$ cat src/rtl/nibble_alu_sched.sv
// Round-robin scheduler for the shared nibble-serial 32-bit ALU loop.
// Two requesters are arbitrated, the winning operation is latched and handed
// to the loop, and the result is returned tagged with the requester id over a
// valid/ready response channel.
// Optional build macro: NIBBLE_SCHED_WDT_EN adds a RUN-state watchdog that
// aborts with rsp_err=1 when the loop never reports its final nibble.

package nibble_alu_pkg;
  typedef enum logic [2:0] {
    ALU_ADD   = 3'd0,
    ALU_SUB   = 3'd1,
    ALU_AND   = 3'd2,
    ALU_OR    = 3'd3,
    ALU_XOR   = 3'd4,
    ALU_LSHFT = 3'd5,
    ALU_RSHFT = 3'd6,
    ALU_PASS  = 3'd7
  } alu_cmd_t;
endpackage

// state   | meaning
// IDLE    | arbitrate, accept one request
// START   | pulse loop_start / loop_carry_clr
// RUN     | wait for the loop's final nibble
// CAPTURE | copy loop_result into the response register
// RESP    | hold response until the consumer takes it
module nibble_alu_sched
  import nibble_alu_pkg::*;
#(
  parameter int NIBBLES    = 8,
  parameter int WDT_CYCLES = 16
) (
  input  logic        clk,
  input  logic        rst_n,
  input  logic [1:0]  req_valid,
  output logic [1:0]  req_ready,
  input  alu_cmd_t    req0_cmd,
  input  alu_cmd_t    req1_cmd,
  input  logic [31:0] req0_a,
  input  logic [31:0] req1_a,
  input  logic [31:0] req0_b,
  input  logic [31:0] req1_b,
  output logic        loop_start,
  output logic        loop_reverse,
  output alu_cmd_t    loop_cmd,
  output logic [31:0] loop_word1,
  output logic [31:0] loop_word2,
  output logic        loop_carry_clr,
  input  logic        loop_is_latest,
  input  logic [31:0] loop_result,
  output logic        rsp_valid,
  input  logic        rsp_ready,
  output logic        rsp_id,
  output logic [31:0] rsp_data,
  output logic        rsp_err,
  output logic        busy
);

  typedef enum logic [2:0] {
    S_IDLE    = 3'd0,
    S_START   = 3'd1,
    S_RUN     = 3'd2,
    S_CAPTURE = 3'd3,
    S_RESP    = 3'd4
  } state_t;

  state_t      state_q, state_d;
  logic        ptr_q;
  logic        grant;
  logic        accept;
  logic        wdt_abort;
  logic        wdt_expired;
  alu_cmd_t    cmd_q;
  logic [31:0] a_q, b_q;
  logic        id_q;
  logic [31:0] data_q;

`ifdef NIBBLE_SCHED_WDT_EN
  localparam int WDT_W = (WDT_CYCLES > 1) ? $clog2(WDT_CYCLES) : 1;
  logic [WDT_W-1:0] wdt_cnt_q;
  logic             err_q;
  // NIBBLES only sets the nominal latency; the loop itself defines it.
  logic [31:0]      unused_params;
  assign unused_params = 32'(NIBBLES);

  assign wdt_expired = (wdt_cnt_q == '0);

  // Down-counter loaded on the way into RUN; terminal count means timeout.
  always_ff @(posedge clk or negedge rst_n) begin
    if (!rst_n) begin
      wdt_cnt_q <= '0;
    end else if (state_q == S_START) begin
      wdt_cnt_q <= WDT_W'(WDT_CYCLES - 1);
    end else if (state_q == S_RUN && !wdt_expired) begin
      wdt_cnt_q <= wdt_cnt_q - WDT_W'(1);
    end
  end

  // Error flag travels with the response word.
  always_ff @(posedge clk or negedge rst_n) begin
    if (!rst_n) begin
      err_q <= 1'b0;
    end else if (state_q == S_CAPTURE) begin
      err_q <= 1'b0;
    end else if (wdt_abort) begin
      err_q <= 1'b1;
    end
  end

  assign rsp_err = err_q;
`else
  // Without the watchdog both parameters are informational only.
  logic [63:0] unused_params;
  assign unused_params = {32'(NIBBLES), 32'(WDT_CYCLES)};
  assign wdt_expired   = 1'b0;
  assign rsp_err       = 1'b0;
`endif

  // State register.
  always_ff @(posedge clk or negedge rst_n) begin
    if (!rst_n) begin
      state_q <= S_IDLE;
    end else begin
      state_q <= state_d;
    end
  end

  // Next-state, arbitration and loop control strobes.
  always_comb begin
    state_d        = state_q;
    req_ready      = 2'b00;
    accept         = 1'b0;
    wdt_abort      = 1'b0;
    loop_start     = 1'b0;
    loop_carry_clr = 1'b0;
    grant          = (req_valid == 2'b11) ? ptr_q : req_valid[1];
    case (state_q)
      S_IDLE: begin
        if (req_valid != 2'b00) begin
          req_ready = grant ? 2'b10 : 2'b01;
          accept    = 1'b1;
          state_d   = S_START;
        end
      end
      S_START: begin
        loop_start     = 1'b1;
        loop_carry_clr = 1'b1;
        state_d        = S_RUN;
      end
      S_RUN: begin
        if (loop_is_latest) begin
          state_d = S_CAPTURE;
        end else if (wdt_expired) begin
          wdt_abort = 1'b1;
          state_d   = S_RESP;
        end
      end
      S_CAPTURE: begin
        state_d = S_RESP;
      end
      S_RESP: begin
        if (rsp_ready) begin
          state_d = S_IDLE;
        end
      end
      default: begin
        state_d = S_IDLE;
      end
    endcase
  end

  // Operation latch and round-robin pointer, updated only on acceptance.
  always_ff @(posedge clk or negedge rst_n) begin
    if (!rst_n) begin
      ptr_q <= 1'b0;
      id_q  <= 1'b0;
      cmd_q <= ALU_ADD;
      a_q   <= '0;
      b_q   <= '0;
    end else if (accept) begin
      ptr_q <= ~grant;
      id_q  <= grant;
      cmd_q <= grant ? req1_cmd : req0_cmd;
      a_q   <= grant ? req1_a : req0_a;
      b_q   <= grant ? req1_b : req0_b;
    end
  end

  // Response word: loop result on capture, zero on watchdog abort.
  always_ff @(posedge clk or negedge rst_n) begin
    if (!rst_n) begin
      data_q <= '0;
    end else if (state_q == S_CAPTURE) begin
      data_q <= loop_result;
    end else if (wdt_abort) begin
      data_q <= '0;
    end
  end

  assign loop_cmd     = cmd_q;
  assign loop_word1   = a_q;
  assign loop_word2   = b_q;
  assign loop_reverse = (cmd_q == ALU_RSHFT);
  assign rsp_valid    = (state_q == S_RESP);
  assign rsp_id       = id_q;
  assign rsp_data     = data_q;
  assign busy         = (state_q != S_IDLE);

endmodule
$ cat config.mk
export PLATFORM = sky130hd
export DESIGN_NAME = nibble_alu_sched
export DESIGN_NICKNAME = d
export VERILOG_FILES = /design/src/rtl/nibble_alu_sched.sv
export SDC_FILE = /design/constraint.sdc
export NUM_CORES = 1
export LEC_CHECK = 0
export CAP_MARGIN = 20
export CORE_MARGIN = 4
export CORE_UTILIZATION = 37
export CTS_CLUSTER_SIZE = 16
export DETAILED_ROUTE_END_ITERATION = 8
export PLACE_DENSITY = 0.81
export RECOVER_POWER = 100
export SLEW_MARGIN = 20
export SYNTH_ARGS = -nofsm -noshare
export SYNTH_HDL_FRONTEND = slang
export SYNTH_SLANG_ARGS = --single-unit
$ cat constraint.sdc
create_clock -name clk -period 2.2 [get_ports clk]
set_input_delay 0.55 -clock clk [delete_from_list [all_inputs] [get_ports clk]]
set_output_delay 0.55 -clock clk [all_outputs]
set_load 0.05 [all_outputs]
==> results.py, run 1 <==
metrics = {
    "power": {
        "power-per-cell-area_nw_per_um2": 1720,
        "p_leak_nw": 3.29,
        "peakVddDrop_mv": 1.03,
    },
    "cts": {
        "numCtsBuffers": 9,
        "cts_max_level": 3,
        "clk_latency_ns": 0.35,
        "cts_tree": "built",
        "clock_sinks": 104,
        "clkSlewWorstSetupHoldPaths_ns": 0.06,
        "hold_buffers": 0,
        "cts_root_buffer": "clkbuf_16",
        "clockBufferDepth": 2,
    },
    "placed_design": {
        "io_buffers": 278,
        "globalplace.congestion": 0.799,
        "post-place-cells": 734,
        "dp_hpwl_mm": 11.4,
    },
    "sta": {
        "rsz0062_at_grt": "no",
        "drv_slew": 30,
        "finClkSkew_ns": 0.00617,
        "setup_viol": 0,
        "relSlewSlack_pct": -8.02,
        "hold_violations": 0,
        "fmax_ghz": 0.468,
        "period_share_pct": 97.2,
        "fin_crit_ns": 2.14,
        "worst_slew_pin_slew_ns": 1.62,
    },
    "layout": {
        "nNetsFinal": 776,
        "final_common_cell": "clkdlybuf4s50_1",
        "layout_common_cells": "clkdlybuf4s50_1 (238), dfrtp_1 (104), and3_1 (49), a221o_1 (49)",
        "layout.cells.non_filler": 752,
        "area_growth_pct": 70.4,
        "final_core_util_pct": 65.8,
        "n_antenna_cell": 0,
        "drive_gt1_share_pct": 13.3,
    },
    "drt": {
        "via_count": 4104,
        "drc": 0,
        "ant_nets": 0,
        "wl_per_cell_um": 20.6,
        "wl_mm": 15.5,
        "drt_iter0_drc": 251,
        "vias_per_cell": 5.46,
        "dr.pass1.iters": 4,
    },
    "synthesis": {
        "yosys_warnings": 0,
        "syn-num-nets": 501,
        "ys_types": 27,
        "syn_inst": 329,
        "syn_area_um2": 4480,
        "ys_seq_area_share_pct": 58.1,
        "ys_ff_latch": 104,
        "syn_area_per_cell_um2": 13.6,
    },
    "critical_path": {
        "crit_required_ns": 1.65,
        "cp_max_fo": 2,
        "cp_num_buf_inv": 1,
        "crit_family": "buffers and inverters",
        "endpoint_kind": "output pin",
        "crit_path_max_incr_delay_ns": 0.88,
        "worst_ep_arrival_time_ns": 1.59,
        "timing.critical_path.from_type": "flop",
        "cp_slowest_cell": "dlygate4sd3_1",
        "path_class": "flop to output pin",
        "crit_chain": "dlygate4sd3_1",
    },
    "floorplan": {
        "core_area_um2": 11600,
        "die_width_um": 118,
        "pin_count": 280,
        "fp-row-count": 39,
        "initial_core_util_pct": 38.6,
        "die_y_um": 118,
        "dieArea_um2": 13900,
    },
    "global_routing": {
        "grt_max_degree": 68,
        "gr-total-overflow": 0,
        "grt_pass1_wl_mm": 24.1,
        "antenna_found_initial": 0,
        "grt_use_total_pct": 21.9,
        "grt_pass1_vias": 4447,
    },
    "min_path": {
        "hp-class": "flop to flop",
    },
    "outcome": {
        "violations": "max-capacitance violations, max-slew violations",
        "outcome": "finished with violations",
    },
    "flow_run": {
        "cap_violations": 1,
    },
}
==> synth_stat cells <==
library cell	number	area (um2)
dfrtp_1	104	2600
o221a_1	10	113
and2_1	1	6.26
inv_2	2	7.51
nand3_2	1	10.0
buf_2	11	55.1
nand2b_1	1	6.26
nor2_1	4	15.0
o21ai_0	2	10.0
o221a_2	8	90.1
clkbuf_1	8	30.0
conb_1	1	3.75
a221o_1	49	490
nand3b_1	19	143
inv_1	1	3.75
a21boi_2	1	11.3
a21o_1	2	15.0
xnor2_1	1	8.76
mux2_2	32	360
o21ai_2	1	8.76
nor3_4	1	16.3
buf_4	7	52.6
nor3b_1	2	15.0
and3_1	49	307
nand2_1	3	11.3
nor2_4	1	11.3
buf_6	7	78.8
==> cell type report <==
cell class | count | area (um2)
fillers | 903 | 3980
repair buffers | 297 | 2900
flip-flops and latches | 104 | 2600
multi-input cells | 189 | 1670
clock buffers | 11 | 243
well taps | 143 | 179
clock inverters | 5 | 32.5
inverters | 3 | 11.3
==> flip-flops by register name, indices dropped and copies added (netlist names) <==
signal / flops
loop_cmd: 3
loop_word1: 32
loop_word2: 32
ptr_q: 1
rsp_data: 32
rsp_id: 1
state_q: 3
==> kinds of logic after synthesis <==
family / count (synthesis) / share of synthesized area (%)
AOI/OAI and AO/OA: 73 / 16.5
DFF: 104 / 58.1
buffers and inverters: 36 / 5.08
other: 1 / 0.0837
xor gates and xnor gates: 1 / 0.195
muxes: 32 / 8.04
and+or+nand+nor: 82 / 12.1
==> path summary, 6_finish.rpt <==
kind / startpoint / to / slack [ns] / depth (start not counted)
setup / recovery: loop_word2[31] / loop_word2[31] / 0.06 / 1
hold / removal: rsp_id / rsp_id / 0.49 / 1
setup reg to reg: state_q[2] / loop_word2[20] / 0.15 / 5
hold reg to reg: rsp_id / rsp_id / 0.49 / 1
max in group asynchronous: rst_n / rsp_data[3] / 0.40 / 2
min in group asynchronous: rst_n / rsp_data[16] / 0.59 / 1
==> layer usage <==
layer  vias to the layer above  GRT usage [%]  wire (um)
li1                       1830              -          -
met1                      2018           24.7       5760
met2                       218           37.8       8060
met3                        38           6.10       1160
met4                         0           10.7        525
met5                         -              0          0
==> worst reg2reg max path, stage by stage (launching register included) <==
cell and delay (ns):
dfrtp_1 0.46, nor3_4 0.37, buf_4 0.21, buf_2 0.52, and3_1 0.29, a221o_1 0.13
==> per-stage QoR <==
| stage | setup WS, ns | hold WS (ns) | TNS, ns | total power, mW | cell area [um2] |
|---|---|---|---|---|---|
| 2_1_floorplan | 0.0995 | 0.254 | 0 | 8.96 | 4490 |
| 3_3_place_gp | 0.0178 | 0.461 | 0 | 11.7 | 7410 |
| 3_5_place_dp | -0.0147 | 0.471 | -0.0147 | 11.9 | 7410 |
| 4_1_cts | 0.0335 | 0.124 | 0 | 13.5 | 7700 |
| 5_1_grt | 0.0130 | 0.519 | 0 | 13.7 | 7640 |
| 6_report | 0.0626 | 0.491 | 0 | 13.1 | 7640 |
==> report_power, final <==
part           internal (mW)  total (mW)  switching (mW)
clock network          0.795        1.51           0.712
registers               2.87        3.46           0.589
logic                   3.01        8.17            5.16
==> timing repair <==
action	CTS	global route
pin swaps	1	0
setup endpoints to repair	2	1
setup buffers	1	1
resized for setup	1	0
No activity file was read; power rests on OpenSTA's default activity.
==> run 2: changes to the inputs <==
--- a/config.mk
+++ b/config.mk
@@ -12,7 +12,9 @@
 export DETAILED_ROUTE_END_ITERATION = 8
 export PLACE_DENSITY = 0.81
 export RECOVER_POWER = 100
+export SKIP_LAST_GASP = 1
 export SLEW_MARGIN = 20
 export SYNTH_ARGS = -nofsm -noshare
 export SYNTH_HDL_FRONTEND = slang
 export SYNTH_SLANG_ARGS = --single-unit
+export TNS_END_PERCENT = 5
==> results of run 2 <==
No change in the layout: final DEF, timing and power equal those of run 1.
==> run 3: changes to the inputs <==
--- a/config.mk
+++ b/config.mk
@@ -13,7 +13,6 @@
 export PLACE_DENSITY = 0.81
 export RECOVER_POWER = 100
 export SKIP_LAST_GASP = 1
-export SLEW_MARGIN = 20
 export SYNTH_ARGS = -nofsm -noshare
 export SYNTH_HDL_FRONTEND = slang
 export SYNTH_SLANG_ARGS = --single-unit
==> results of run 3 <==
No change in the layout: final DEF, timing and power equal those of run 1.
